===== src/rtl/axi_ni_request_scheduler.sv =====
// axi_ni_request_scheduler
// Control FSM for the initiator NI request path. Round-robin arbitrates
// between the AXI AR and AW channels, strobes the header register capture,
// serialises the header into HEADER_FLITS flits and, for writes, streams
// the W beats through as body/tail flits.
// Optional build macro: AXI_NI_REQ_WLAST_CHECK_EN enables the sticky
// w_last-versus-beat-counter mismatch flag on o_protocol_err.

module axi_ni_request_scheduler #(
    parameter int unsigned HEADER_FLITS = 2,
    parameter int unsigned BLEN_WD      = 8,
    parameter int unsigned IDX_WD       = 2
) (
    input  logic               clk,
    input  logic               rst,

    input  logic               i_ar_valid,
    output logic               o_ar_ready,
    input  logic               i_aw_valid,
    output logic               o_aw_ready,
    input  logic [BLEN_WD-1:0] i_aw_len,
    input  logic               i_w_valid,
    input  logic               i_w_last,
    output logic               o_w_ready,

    output logic               o_sample_header,
    output logic               o_hdr_sel,
    output logic [IDX_WD-1:0]  o_hdr_flit_idx,
    output logic               o_flit_src,
    output logic               o_flit_valid,
    input  logic               i_flit_ready,
    output logic [1:0]         o_flit_type,
    output logic               o_busy,
    output logic               o_protocol_err
);

    localparam logic [IDX_WD-1:0] HDR_LAST    = IDX_WD'(HEADER_FLITS - 1);
    localparam logic [1:0]        FT_BODY     = 2'b00;
    localparam logic [1:0]        FT_HEAD     = 2'b01;
    localparam logic [1:0]        FT_TAIL     = 2'b10;
    localparam logic [1:0]        FT_HEADTAIL = 2'b11;

    typedef enum logic [1:0] {
        ST_IDLE   = 2'd0,
        ST_HEADER = 2'd1,
        ST_WDATA  = 2'd2
    } state_t;

    state_t             r_state;
    state_t             w_state_nxt;

    // hdr_sel encoding is reused for last_grant: 0 = AR, 1 = AW
    logic               r_last_grant;
    logic               r_hdr_sel;
    logic [BLEN_WD-1:0] r_beat_cnt_max;
    logic [BLEN_WD-1:0] r_beat_cnt;
    logic [IDX_WD-1:0]  r_hdr_cnt;

    logic               w_grant_ar;
    logic               w_grant_aw;
    logic               w_hdr_acc;
    logic               w_beat_acc;
    logic               w_hdr_last;
    logic               w_beat_last;

    assign w_hdr_last  = (r_hdr_cnt == HDR_LAST);
    assign w_beat_last = (r_beat_cnt == r_beat_cnt_max);

    // State register
    always_ff @(posedge clk) begin
        if (rst) begin
            r_state <= ST_IDLE;
        end else begin
            r_state <= w_state_nxt;
        end
    end

    // Next-state and output decode; handshake outputs are combinational
    // so the address and W channels see zero-latency accepts
    always_comb begin
        w_state_nxt     = r_state;
        w_grant_ar      = 1'b0;
        w_grant_aw      = 1'b0;
        w_hdr_acc       = 1'b0;
        w_beat_acc      = 1'b0;
        o_ar_ready      = 1'b0;
        o_aw_ready      = 1'b0;
        o_w_ready       = 1'b0;
        o_sample_header = 1'b0;
        o_hdr_sel       = r_hdr_sel;
        o_hdr_flit_idx  = r_hdr_cnt;
        o_flit_src      = 1'b0;
        o_flit_valid    = 1'b0;
        o_flit_type     = FT_BODY;
        o_busy          = 1'b0;

        case (r_state)
            ST_IDLE: begin
                // On a tie the channel not granted last time wins
                w_grant_ar      = i_ar_valid & (~i_aw_valid | r_last_grant);
                w_grant_aw      = i_aw_valid & (~i_ar_valid | ~r_last_grant);
                o_ar_ready      = w_grant_ar;
                o_aw_ready      = w_grant_aw;
                o_sample_header = w_grant_ar | w_grant_aw;
                o_hdr_sel       = w_grant_aw;
                if (w_grant_ar || w_grant_aw) begin
                    w_state_nxt = ST_HEADER;
                end
            end

            ST_HEADER: begin
                o_busy       = 1'b1;
                o_flit_valid = 1'b1;
                w_hdr_acc    = i_flit_ready;
                if (r_hdr_cnt == '0) begin
                    o_flit_type = (w_hdr_last && !r_hdr_sel) ? FT_HEADTAIL : FT_HEAD;
                end else if (w_hdr_last && !r_hdr_sel) begin
                    o_flit_type = FT_TAIL;
                end else begin
                    o_flit_type = FT_BODY;
                end
                if (w_hdr_acc && w_hdr_last) begin
                    w_state_nxt = r_hdr_sel ? ST_WDATA : ST_IDLE;
                end
            end

            ST_WDATA: begin
                o_busy       = 1'b1;
                o_flit_src   = 1'b1;
                o_flit_valid = i_w_valid;
                o_w_ready    = i_flit_ready;
                w_beat_acc   = i_w_valid & i_flit_ready;
                o_flit_type  = w_beat_last ? FT_TAIL : FT_BODY;
                if (w_beat_acc && w_beat_last) begin
                    w_state_nxt = ST_IDLE;
                end
            end

            default: begin
                w_state_nxt = ST_IDLE;
            end
        endcase
    end

    // Grant bookkeeping and the header/beat counters
    always_ff @(posedge clk) begin
        if (rst) begin
            r_last_grant   <= 1'b1;
            r_hdr_sel      <= 1'b0;
            r_beat_cnt_max <= '0;
            r_beat_cnt     <= '0;
            r_hdr_cnt      <= '0;
        end else begin
            if (w_grant_ar || w_grant_aw) begin
                r_hdr_sel    <= w_grant_aw;
                r_last_grant <= w_grant_aw;
                if (w_grant_aw) begin
                    r_beat_cnt_max <= i_aw_len;
                end
            end
            if (w_hdr_acc) begin
                r_hdr_cnt <= w_hdr_last ? '0 : r_hdr_cnt + IDX_WD'(1);
            end
            if (w_beat_acc) begin
                r_beat_cnt <= w_beat_last ? '0 : r_beat_cnt + BLEN_WD'(1);
            end
        end
    end

`ifdef AXI_NI_REQ_WLAST_CHECK_EN
    logic r_protocol_err;

    // Sticky flag: w_last disagrees with the beat counter on an accepted beat
    always_ff @(posedge clk) begin
        if (rst) begin
            r_protocol_err <= 1'b0;
        end else if (w_beat_acc && (i_w_last != w_beat_last)) begin
            r_protocol_err <= 1'b1;
        end
    end

    assign o_protocol_err = r_protocol_err;
`else
    logic w_unused_w_last;

    assign w_unused_w_last = i_w_last;
    assign o_protocol_err  = 1'b0;
`endif

endmodule


===== config.mk =====
export PLATFORM = sky130hd
export DESIGN_NAME = axi_ni_request_scheduler
export DESIGN_NICKNAME = d
export VERILOG_FILES = /design/src/rtl/axi_ni_request_scheduler.sv
export SDC_FILE = /design/constraint.sdc
export NUM_CORES = 1
export LEC_CHECK = 0
export CORE_MARGIN = 2
export CORE_UTILIZATION = 40
export DETAILED_ROUTE_END_ITERATION = 16
export GPL_ROUTABILITY_DRIVEN = 1
export PLACE_DENSITY = 0.66
export SLEW_MARGIN = 20
export SYNTH_ARGS = -nofsm -noshare
export SYNTH_HDL_FRONTEND = slang
export SYNTH_SLANG_ARGS = --single-unit

===== constraint.sdc =====
create_clock -name clk -period 2.3 [get_ports clk]
set_clock_uncertainty 0.05 [all_clocks]
set_input_delay 0.345 -clock clk [delete_from_list [all_inputs] [get_ports clk]]
set_output_delay 0.345 -clock clk [all_outputs]
set_load 0.03 [all_outputs]

==> Yosys cells after proc, flatten, opt, wreduce, memory -nomap -nowiden <==
Index checks and enable logic that the tools add are counted.
{ "classes": {"addsub": 2, "eq_ne": 7, "muxes": 22, "n_reduce_logical": 11, "bitwise": 9} }
{ "ops": {"columns": ["operator", "count"], "rows": [
  ["2-bit two-way mux", 9],
  ["1-bit two-way mux", 9],
  ["8-bit by 1-bit adder with 8-bit output (second input constant)", 1],
  ["8-bit == test", 1],
  ["8-bit two-way mux", 1],
  ["2-bit != test (second input constant)", 3],
  ["2-bit case mux with 3 select lines", 1],
  ["2-bit by 1-bit == test with 1-bit output (second input constant)", 2],
  ["2-bit zero test", 2],
  ["2-bit case mux with 2 select lines", 1],
  ["1-bit bitwise AND", 3],
  ["1-bit logical AND", 3],
  ["1-bit inverter", 3],
  ["1-bit OR", 3],
  ["3-bit AND reduction", 1],
  ["2-bit by 1-bit adder with 2-bit output (second input constant)", 1],
  ["2-bit == test (second input constant)", 1],
  ["1-bit logical OR", 2],
  ["1-bit case mux with 2 select lines", 1],
  ["2-bit AND reduction", 1],
  ["2-bit OR reduction", 1],
  ["1-bit zero test", 1]
]} }
{ "word_totals": {"input_bits": 15, "out_inout_bits": 13, "register_bits": 22} }

==> Logic depth before layout (Yosys ltp) <==
{ "logic_depth": {"depth_word": 6, "mapped_depth": 8, "depth_no_buf": 7} }

==> Worst setup path after synthesis <==
Ideal clock, no wire load.
{ "synth_path": {"path_type": "register to output", "startpoint": "reg r_state[0]", "endpoint": "out o_flit_type[0]", "slack_ps": 60, "arrival_time_ps": 1845, "stages_incl_launch_ff": 4, "path_cell_list": "dfxtp_1 inv_1 ha_1 nor4bb_1"} }
{ "synth_via": {"elab_chain_cells": 2} }
{ "synth_lines": {"columns": ["item", "line_no", "rtl"], "rows": [
  ["start, declared", "49", "state_t r_state;"],
  ["start signal, assigned", "74", "r_state <= w_state_nxt;"],
  ["2-bit == test / 2-bit by 1-bit == test with 1-bit output (equally long branches)", "97", "case (r_state)"],
  ["2-bit case mux with 2 select lines *", "97", null],
  ["end, declared", "32", "output logic [1:0] o_flit_type,"]
]} }
Mark *: on every way between the ends. The rest lies on a longest branch, timed or not.

==> Final worst setup path <==
{ "layout_path": {"startpoint": "reg r_state[0]", "endpoint": "out o_busy"} }
{ "layout_via": {"elab_chain_cells": 3} }
{ "layout_lines": {"columns": ["item", "line_no", "rtl"], "rows": [
  ["2-bit == test / 2-bit by 1-bit == test with 1-bit output (equally long branches)", "97", null],
  ["2-bit OR reduction (no source line) *", null, null],
  ["1-bit two-way mux *", "97", null],
  ["end, declared", "33", "output logic o_busy,"]
]} }
Marked as above.

==> flow_metrics.py <==
metrics = {
    "clock_network": {
        "clkSinkCount": 22,
        "cts_buffers": 3,
        "htree_levels": 1,
        "clkTransAtPathRegs_ps": 130,
        "cts_max_path_buffers": 2,
        "worstSkewPairLatency_ps": 310,
        "root_buffer": "clkbuf_4",
        "cts_tree": "done",
        "cts_setup_buffers": 0,
    },
    "final_layout": {
        "fin_cells": 215,
        "num_antenna_cells": 0,
        "final_core_util": 0.568,
        "nets": 204,
        "drive_above_1_share": 0.109,
        "fin_area_um2": 1590,
        "syn2layout_area_growth_pct": 32.7,
    },
    "global_route": {
        "overflow": 0,
        "grt_max_degree": 20,
        "antenna_found_initial": 0,
        "grt_pass1_vias": 1066,
        "grt_first_pass_wirelength_um": 4600,
        "track_usage": 0.169,
    },
    "worst_setup_path": {
        "worstPathArrival_ps": 1770,
        "worstSetupPathType": "flip-flop to output pin",
        "worstPathRequired_ps": 1900,
        "rr_startpoint": "r_state[0]",
        "path_max_fanout": 4,
        "start_kind": "flip-flop",
        "worst_setup_path_end_kind": "output pin",
        "startpoint": "r_state[0]",
    },
    "sta": {
        "hold_viol_final": 0,
        "finalSetupViolations": 0,
        "worst-slew-pin-transition_ps": 560,
        "fin_hold_ws_ps": 430,
        "drv_slew": 0,
        "relSlewSlack": 0.626,
        "rsz0062_at_grt": "no",
        "fin_crit_sh": 0.942,
        "fin_ws_ps": 135,
        "timing.fmax_mhz": 462,
        "fin_setup_tns_ps": 0,
        "period_minus_slack_ps": 2170,
    },
    "pwr": {
        "power_per_cell_area_nw_per_um2": 854,
        "peakVddDrop_mv": 0.487,
        "p_total_mw": 1.36,
        "p_leak_nw": 0.618,
    },
    "drt": {
        "drc": 2,
        "post_drt_wl_per_cell_um": 12.8,
        "wirelength_um": 2750,
        "num_vias": 1130,
        "ant_nets": 0,
        "drt_pre_antenna_iters": 12,
        "avgViaCountPerCell": 5.26,
        "drt_iter0_markers": 49,
    },
    "status": {
        "status": "finished with violations",
        "violations": "design-rule violations",
    },
    "min_path": {
        "min-delay-start": "r_beat_cnt_max[5]",
        "min_path_type": "flip-flop to flip-flop",
    },
    "synth": {
        "seq_area_frac_synth": 0.367,
        "synth_seq_cells": 22,
        "yosys.area.top_type_share": 0.367,
        "yosys.area.top_type": "dfxtp_1",
        "synthTopCellsByCount": "nand2_1, dfxtp_1, a21oi_1, xnor2_1, nor2_1",
        "syn_inst": 150,
        "synth_edf_count": 0,
        "ys_warn_count": 0,
        "syn_nets": 169,
        "synth_cell_types": 36,
        "synth.most_common_cell": "nand2_1",
        "yosys-top-cells-area": "dfxtp_1, xnor2_1, nand2_1",
        "synth_top_flop_cell": "dfxtp_1",
        "async_flop_share": 0,
        "synth_area_um2": 1200,
        "synth_area_per_cell_um2": 8.01,
    },
    "placement": {
        "routabilityCongestion": 0.850,
        "dp_slack_ps": 77.9,
        "placedInstanceArea_um2": 1550,
        "portBuffers": 25,
        "dp_hpwl_um": 2090,
        "dp.cells": 211,
    },
    "floorplanning": {
        "core-area_um2": 2810,
        "die_w_um": 58.8,
        "fp.dieH_um": 58.8,
        "num_rows": 19,
        "initial_core_util": 0.428,
        "die_area_um2": 3460,
        "ios": 28,
    },
    "job": {
        "maxCapViolations": 0,
    },
}
-- cell families after synthesis --
logic type	after synthesis	share of synthesized area
adders and majority gates	4	0.0417
other	1	0.00312
muxes	2	0.0167
AOI/OAI and AO/OA	30	0.165
buffers and inverters	14	0.0479
DFF	22	0.367
and+or+nand+nor	62	0.250
xor gates and xnor gates	15	0.109
-- flip-flops by register name (all words and copies together) (netlist names) --
name	cells
r_beat_cnt_max	8
r_hdr_sel	1
o_hdr_flit_idx	2
r_beat_cnt	8
r_last_grant	1
r_state	2
-- worst paths after layout --
check	endpoint	slack (ps)	cells after the start
hold / removal	r_beat_cnt_max[5]	430	2
hold reg to reg	r_beat_cnt_max[5]	430	2
setup reg to reg	r_state[0]	400	7
setup / recovery	o_busy	130	3
-- timing repair --
item,4_1_cts,5_1_grt
pin swaps,0,0
resized for setup,5,4
hold buffers,0,0
endpoints found under the setup margin,5,3
-- worst max-delay path: stages (launching register included) --
cell,delay [ps]
dfxtp_1,380
inv_1,80
ha_1,330
clkdlybuf4s50_1,680
-- report_power, final --
part	leakage, nW	internal [mW]	switching, mW	total [mW]
Sequential	0.179	0.422	0.0353	0.457
Clock	0.0279	0.176	0.128	0.304
Combinational	0.411	0.253	0.348	0.601
-- final cells by class --
class | instances | area (um^2)
fillers | 266 | 1210
multi-input cells | 114 | 703
well taps | 31 | 38.8
inverters | 7 | 26.3
clock buffers | 3 | 22.5
repair buffers | 37 | 333
clock inverters | 1 | 30.0
flip-flops and latches | 22 | 440
-- per-layer routing --
metal  track usage  routed length (um)
met4        0.0617                  35
met5             0                   0
met1         0.226                1370
met3        0.0242                  89
met2         0.276                1250
-- cells in the final DEF (no fill, tap or decap), types with 2 or more instances in the layout --
| cell type | n |
|---|---|
| xnor2_1 | 13 |
| a21oi_1 | 13 |
| dlymetal6s2s_1 | 2 |
| clkdlybuf4s50_1 | 17 |
| dfxtp_1 | 22 |
| mux2i_1 | 2 |
| nand2_1 | 30 |
| nor2b_1 | 3 |
| dlygate4sd2_1 | 4 |
| ha_1 | 4 |
| nand4_1 | 4 |
| buf_4 | 13 |
| a211oi_1 | 6 |
| xor2_1 | 2 |
| nor2_1 | 9 |
| nor3_1 | 4 |
| and4_1 | 3 |
| clkbuf_4 | 3 |
| nand2b_1 | 2 |
| nand3b_1 | 2 |
| inv_1 | 6 |
| o21ai_0 | 2 |
(Power assumes the default switching activity.)
